--- src/rtl/fp_mul_pipe.sv ---
// Three-stage pipelined floating-point multiplier with flush-to-zero and all five rounding modes.
// Optional macro FP_MUL_EXC_EN adds the invalid/inexact exception outputs.
module fp_mul_pipe #(
    parameter int EXP_W = 8,
    parameter int MAN_W = 23,
    localparam int W = 1 + EXP_W + MAN_W
) (
    input  logic         clk,
    input  logic         rst_n,
    input  logic         in_valid,
    output logic         in_ready,
    input  logic [2:0]   r_mode,
    input  logic [W-1:0] fp_X,
    input  logic [W-1:0] fp_Y,
    output logic         out_valid,
    input  logic         out_ready,
    output logic [W-1:0] fp_Z,
    output logic         ovrf,
    output logic         udrf
`ifdef FP_MUL_EXC_EN
    ,
    output logic         invalid,
    output logic         inexact
`endif
);

    localparam int EW = EXP_W + 2;
    localparam int SW = MAN_W + 1;
    localparam int PW = 2 * SW;
    localparam logic [EW-1:0] BIAS = EW'((1 << (EXP_W - 1)) - 1);
    localparam logic [EW-1:0] EMAX = EW'((1 << EXP_W) - 1);

    typedef enum logic [1:0] {CLS_NORM, CLS_ZERO, CLS_INF, CLS_NAN} cls_t;

    // Handshake: a transfer happens on an edge where valid && ready. The whole pipe
    // moves in lockstep on advance; a stalled output keeps every stage frozen.
    logic advance;
    logic s3_valid;

    assign advance   = !s3_valid || out_ready;
    assign in_ready  = advance;
    assign out_valid = s3_valid;

    logic [EXP_W-1:0] x_exp, y_exp;
    logic [MAN_W-1:0] x_frac, y_frac;
    logic             x_zero, y_zero, x_inf, y_inf, x_nan, y_nan;
    cls_t             in_cls;

    assign x_exp  = fp_X[W-2:MAN_W];
    assign y_exp  = fp_Y[W-2:MAN_W];
    assign x_frac = fp_X[MAN_W-1:0];
    assign y_frac = fp_Y[MAN_W-1:0];

    // Exponent zero covers subnormals, which are treated as signed zero.
    always_comb begin
        x_zero = (x_exp == '0);
        y_zero = (y_exp == '0);
        x_inf  = (&x_exp) && (x_frac == '0);
        y_inf  = (&y_exp) && (y_frac == '0);
        x_nan  = (&x_exp) && (x_frac != '0);
        y_nan  = (&y_exp) && (y_frac != '0);
        in_cls = CLS_NORM;
        if (x_nan || y_nan || (x_inf && y_zero) || (y_inf && x_zero))
            in_cls = CLS_NAN;
        else if (x_inf || y_inf)
            in_cls = CLS_INF;
        else if (x_zero || y_zero)
            in_cls = CLS_ZERO;
    end

    logic             s1_valid, s1_sign;
    cls_t             s1_cls;
    logic [EXP_W-1:0] s1_ex, s1_ey;
    logic [SW-1:0]    s1_mx, s1_my;
    logic [2:0]       s1_mode;

    always_ff @(posedge clk) begin
        if (!rst_n) begin
            s1_valid <= 1'b0;
        end else if (advance) begin
            s1_valid <= in_valid;
            s1_sign  <= fp_X[W-1] ^ fp_Y[W-1];
            s1_cls   <= in_cls;
            s1_ex    <= x_exp;
            s1_ey    <= y_exp;
            s1_mx    <= {1'b1, x_frac};
            s1_my    <= {1'b1, y_frac};
            s1_mode  <= r_mode;
        end
    end

    logic          s2_valid, s2_sign;
    cls_t          s2_cls;
    logic [EW-1:0] s2_exp;
    logic [PW-1:0] s2_prod;
    logic [2:0]    s2_mode;

    always_ff @(posedge clk) begin
        if (!rst_n) begin
            s2_valid <= 1'b0;
        end else if (advance) begin
            s2_valid <= s1_valid;
            s2_sign  <= s1_sign;
            s2_cls   <= s1_cls;
            s2_exp   <= {2'b00, s1_ex} + {2'b00, s1_ey} - BIAS;
            s2_prod  <= PW'(s1_mx) * PW'(s1_my);
            s2_mode  <= s1_mode;
        end
    end

    logic [PW-1:0]  norm;
    logic [SW-1:0]  mant;
    logic           guard, sticky, inc, udf, ovf, to_inf;
    logic [EW-1:0]  exp_n, exp_r;
    logic [SW:0]    mant_r;
    logic [MAN_W-1:0] frac_r;
    logic [W-1:0]   z_n;
    logic           ovrf_n, udrf_n;

    // Product lies in [1,4): a set top bit means one extra exponent step.
    always_comb begin
        norm   = s2_prod[PW-1] ? s2_prod : (s2_prod << 1);
        mant   = norm[PW-1:MAN_W+1];
        guard  = norm[MAN_W];
        sticky = |norm[MAN_W-1:0];
        exp_n  = s2_exp + {{(EW-1){1'b0}}, s2_prod[PW-1]};
        udf    = exp_n[EW-1] || (exp_n == '0);

        case (s2_mode)
            3'b001:  inc = 1'b0;
            3'b010:  inc = s2_sign & (guard | sticky);
            3'b011:  inc = !s2_sign & (guard | sticky);
            3'b100:  inc = guard;
            default: inc = guard & (sticky | mant[0]);
        endcase

        mant_r = {1'b0, mant} + {{SW{1'b0}}, inc};
        if (mant_r[SW]) begin
            exp_r  = exp_n + EW'(1);
            frac_r = mant_r[MAN_W:1];
        end else begin
            exp_r  = exp_n;
            frac_r = mant_r[MAN_W-1:0];
        end
        ovf = !udf && (exp_r >= EMAX);

        case (s2_mode)
            3'b001:  to_inf = 1'b0;
            3'b010:  to_inf = s2_sign;
            3'b011:  to_inf = !s2_sign;
            default: to_inf = 1'b1;
        endcase

        z_n    = '0;
        ovrf_n = 1'b0;
        udrf_n = 1'b0;
        case (s2_cls)
            CLS_NAN:  z_n = {1'b0, {EXP_W{1'b1}}, 1'b1, {(MAN_W-1){1'b0}}};
            CLS_INF:  z_n = {s2_sign, {EXP_W{1'b1}}, {MAN_W{1'b0}}};
            CLS_ZERO: z_n = {s2_sign, {(W-1){1'b0}}};
            default: begin
                if (udf) begin
                    z_n    = {s2_sign, {(W-1){1'b0}}};
                    udrf_n = 1'b1;
                end else if (ovf) begin
                    ovrf_n = 1'b1;
                    z_n    = to_inf ? {s2_sign, {EXP_W{1'b1}}, {MAN_W{1'b0}}}
                                    : {s2_sign, {(EXP_W-1){1'b1}}, 1'b0, {MAN_W{1'b1}}};
                end else begin
                    z_n = {s2_sign, exp_r[EXP_W-1:0], frac_r};
                end
            end
        endcase
    end

    always_ff @(posedge clk) begin
        if (!rst_n) begin
            s3_valid <= 1'b0;
            fp_Z     <= '0;
            ovrf     <= 1'b0;
            udrf     <= 1'b0;
        end else if (advance) begin
            s3_valid <= s2_valid;
            fp_Z     <= z_n;
            ovrf     <= ovrf_n;
            udrf     <= udrf_n;
        end
    end

`ifdef FP_MUL_EXC_EN
    logic inv_n, inx_n;

    // Any flushed normal product is nonzero, so underflow is always inexact.
    always_comb begin
        inv_n = (s2_cls == CLS_NAN);
        inx_n = 1'b0;
        if (s2_cls == CLS_NORM)
            inx_n = udf || ovf || guard || sticky;
    end

    always_ff @(posedge clk) begin
        if (!rst_n) begin
            invalid <= 1'b0;
            inexact <= 1'b0;
        end else if (advance) begin
            invalid <= inv_n;
            inexact <= inx_n;
        end
    end
`endif

endmodule

--- config.mk ---
export PLATFORM = sky130hd
export DESIGN_NAME = fp_mul_pipe
export DESIGN_NICKNAME = d
export VERILOG_FILES = /design/src/rtl/fp_mul_pipe.sv
export SDC_FILE = /design/constraint.sdc
export NUM_CORES = 2
export LEC_CHECK = 0
export ABC_AREA = 0
export CAP_MARGIN = 20
export CORE_MARGIN = 5
export CORE_UTILIZATION = 50
export DETAILED_ROUTE_END_ITERATION = 8
export PLACE_DENSITY = 0.7
export RECOVER_POWER = 100
export SYNTH_ARGS = -nofsm -noshare
export SYNTH_HDL_FRONTEND = slang
export SYNTH_SLANG_ARGS = --single-unit
--- constraint.sdc ---
create_clock -name clk -period 6.8 [get_ports clk]
set_clock_uncertainty 0.1 [all_clocks]
set_input_delay 2.04 -clock clk [delete_from_list [all_inputs] [get_ports clk]]
set_output_delay 2.04 -clock clk [all_outputs]
set_load 0.02 [all_outputs]
==> results.py <==
metrics = {
    "drt": {
        "wl_per_cell_um": 19.7,
        "routed_wl_mm": 72.7,
        "vias_per_cell": 5.39,
        "ant_nets": 0,
        "drt_iter0_markers": 1406,
        "num_vias": 19800,
        "drt-pass1-iter-count": 6,
        "drc": 0,
    },
    "sta": {
        "fin_ws_ns": -0.00876,
        "period_minus_slack_ns": 6.81,
        "tns_ns": -0.0126,
        "finalSetupViolCount": 2,
        "maxSlewHeadroom_pct": -88.1,
        "worstMarginPinSlew_ns": 2.82,
        "min_period_over_period_pct": 100,
        "drv_slew": 115,
        "grt_setup_unrepaired": "yes",
        "fmax_ghz": 0.147,
        "hold_violations": 0,
    },
    "clocking": {
        "clock-sinks": 169,
        "clock_latency_ns": 0.46,
        "ctsHoldBuffers": 0,
        "root_buffer": "clkbuf_16",
        "clkTransAtPathRegs_ns": 0.09,
        "cts_tree": "built",
        "cts.path.max_buffers": 2,
        "htree_num_levels": 4,
        "cts_made_buffers": 17,
    },
    "hold_path": {
        "hold_start": "s1_cls[0]",
        "hold_path.class": "flip-flop to flip-flop",
    },
    "setup_path": {
        "worstRegToRegCells": 24,
        "arrival_ns": 6.91,
        "path_buf_inv": 6,
        "cp-start-kind": "flip-flop",
        "cpMaxStageDelayCell": "fa_1",
        "crit_required_ns": 6.90,
        "cp_slowest_stage_delay_ns": 0.55,
        "end_kind": "flip-flop",
        "r2r-end": "s2_prod[45]",
        "r2r_start": "s1_mx[13]",
        "critPathKind": "flip-flop to flip-flop",
        "rrSetupSlack_ns": -0.009,
        "crit_start": "s1_mx[13]",
        "crit_path_frequent_cell": "fa_1",
        "cp_max_fo": 8,
        "cp_top_family": "adder cells",
        "crit_end": "s2_prod[45]",
        "path_cells": "buf_6 -> and2_1 -> fa_1 -> fa_1 -> inv_1 -> fa_1 -> inv_1 -> fa_1 -> ha_4 -> fa_1 -> inv_1 -> fa_1 -> inv_1 -> ha_4 -> and3_4 -> and3_4 -> o2111ai_4 -> a211oi_4 -> a21oi_4 -> buf_6 -> o21ai_4 -> a21oi_4 -> a311oi_2 -> xor2_1",
        "critical_path_cell_count": 24,
    },
    "placement": {
        "place_area_sq_um": 29200,
        "dp_hpwl_mm": 59.4,
        "portBuffers": 106,
        "place.gp.congestion": 0.946,
        "dp_cells": 3582,
    },
    "die": {
        "die_x_um": 239,
        "core-area_sq_um": 52200,
        "die_area_sq_um": 57100,
        "fp.dieH_um": 239,
        "initial_core_util_pct": 50.2,
        "rows": 84,
        "num_io_pins": 107,
    },
    "synthesis": {
        "synth_nets": 3474,
        "synth-async-reset-ratio_pct": 0,
        "synth_top_area_share_pct": 36.9,
        "synth_area_per_cell_sq_um": 9.61,
        "synth_cell_types": 68,
        "synth_area_leaders": "fa_1, edfxtp_1, ha_1",
        "yosysWarnings": 0,
        "syn-cell-area_sq_um": 26200,
        "yosys.cell_count.top_type": "inv_1",
        "synth_ff_type": "edfxtp_1",
        "ys_seq_elements": 169,
        "synth_commonest_cells": "inv_1, fa_1, nand2_1",
        "synth_seq_area_share_pct": 18.0,
        "synth_top_cell_by_area": "fa_1",
        "syn_inst": 2726,
        "synth_edf_count": 132,
    },
    "global_routing": {
        "overflow": 0,
        "gr-usage-all-layers_pct": 25.8,
        "grt_pass1_wl_mm": 116,
        "grt_max_degree": 70,
        "grt_pass1_vias": 21500,
        "grt_antenna_before_repair": 2,
    },
    "cells_and_area": {
        "fin_area_sq_um": 31000,
        "area_growth_pct": 18.4,
        "final_nets": 3728,
        "finalNonFillerCells": 3682,
        "drive_above_1_share_pct": 12.8,
        "fin_util_pct": 59.4,
    },
    "outcome": {
        "status": "finished, violations left",
        "violations": "max-capacitance violations, max-slew violations, negative setup slack",
    },
    "flow_run": {
        "drv_cap": 2,
    },
}
==> what timing repair did <==
item                                    in CTS  in global routing
resized for setup                           69                101
cloned                                       0                  2
buffers inserted                            38                 29
endpoints found under the setup margin      18                 19
pin swaps                                   37                 73
==> stage by stage <==
stage          setup WS [ns]  hold slack, ns
2_1_floorplan        0.00918           0.300
6_report            -0.00876           0.324
4_1_cts              -0.0201           0.323
5_1_grt               -0.204           0.345
3_5_place_dp          -0.380           0.305
3_3_place_gp          -0.284           0.317
==> sequential cells by signal, indices dropped and copies added (netlist names), 2 cells and up <==
name     cells
s2_prod     48
s2_mode      3
s1_ey        8
s2_exp      10
s1_mode      3
s1_ex        8
fp_Z        32
s2_cls       2
s1_my       23
s1_cls       2
s1_mx       23
==> cells by family after synthesis <==
family | Yosys count | synth area share [%]
simple gates | 809 | 15.4
buf+inv | 694 | 10.2
fa+ha+maj | 677 | 46.2
compound gates | 261 | 6.33
flops | 169 | 18.0
xor+xnor | 96 | 3.21
mux | 20 | 0.797
==> routing by layer <==
| layer | vias up | GRT usage (%) | wire length, um |
|---|---|---|---|
| li1 | 8913 | - | - |
| met1 | 10000 | 33.2 | 28700 |
| met2 | 708 | 43.5 | 35700 |
| met3 | 178 | 3.28 | 4240 |
| met4 | 2 | 12.2 | 4110 |
| met5 | - | 0 | 9 |
==> final cells by class <==
type	instances	area (sq um)
Sequential cell	169	4700
Clock inverter	15	204
Inverter	567	2140
Multi-Input combinational cell	1863	19300
Timing Repair Buffer	362	3340
Clock buffer	17	425
Tap cell	688	861
Antenna cell	1	2.50
Fill cell	4328	21200
==> worst register-to-register path: stages (launching register included) <==
cell and delay (ns):
edfxtp_1 0.44, buf_6 0.17, and2_1 0.17, fa_1 0.51, fa_1 0.55, inv_1 0.07, fa_1 0.54, inv_1 0.06
fa_1 0.55, ha_4 0.22, fa_1 0.53, inv_1 0.05, fa_1 0.47, inv_1 0.07, ha_4 0.27, and3_4 0.18
and3_4 0.23, o2111ai_4 0.16, a211oi_4 0.35, a21oi_4 0.09, buf_6 0.14, o21ai_4 0.22, a21oi_4 0.10, a311oi_2 0.23
xor2_1 0.09
==> placed cells by master, fill, tap and decap left out, drive strengths merged, types with 58 or more instances in the layout <==
cell         synthesis  final
a21oi               72     72
and2               261    261
buf                 20    243
dlygate4sd3          0    103
edfxtp             132    132
fa                 483    483
ha                 194    194
inv                564    573
nand2              346    346
nor2                73     73
o21ai               62     62
xnor2               58     58
==> how the worst min path moves through the flow <==
stage / slack, ns / to / cells past startpoint
5_1_grt: 0.34 / s2_cls[0] / 0
3_3_place_gp: 0.32 / s2_cls[0] / 0
3_5_place_dp: 0.30 / s2_cls[0] / 0
6_report: 0.32 / s2_cls[0] / 0
2_1_floorplan: 0.30 / s2_cls[0] / 0
4_1_cts: 0.32 / s2_cls[0] / 0
Power is not shown: default switching activity piles up to over one toggle a cycle in this logic, so the estimate is an artifact.
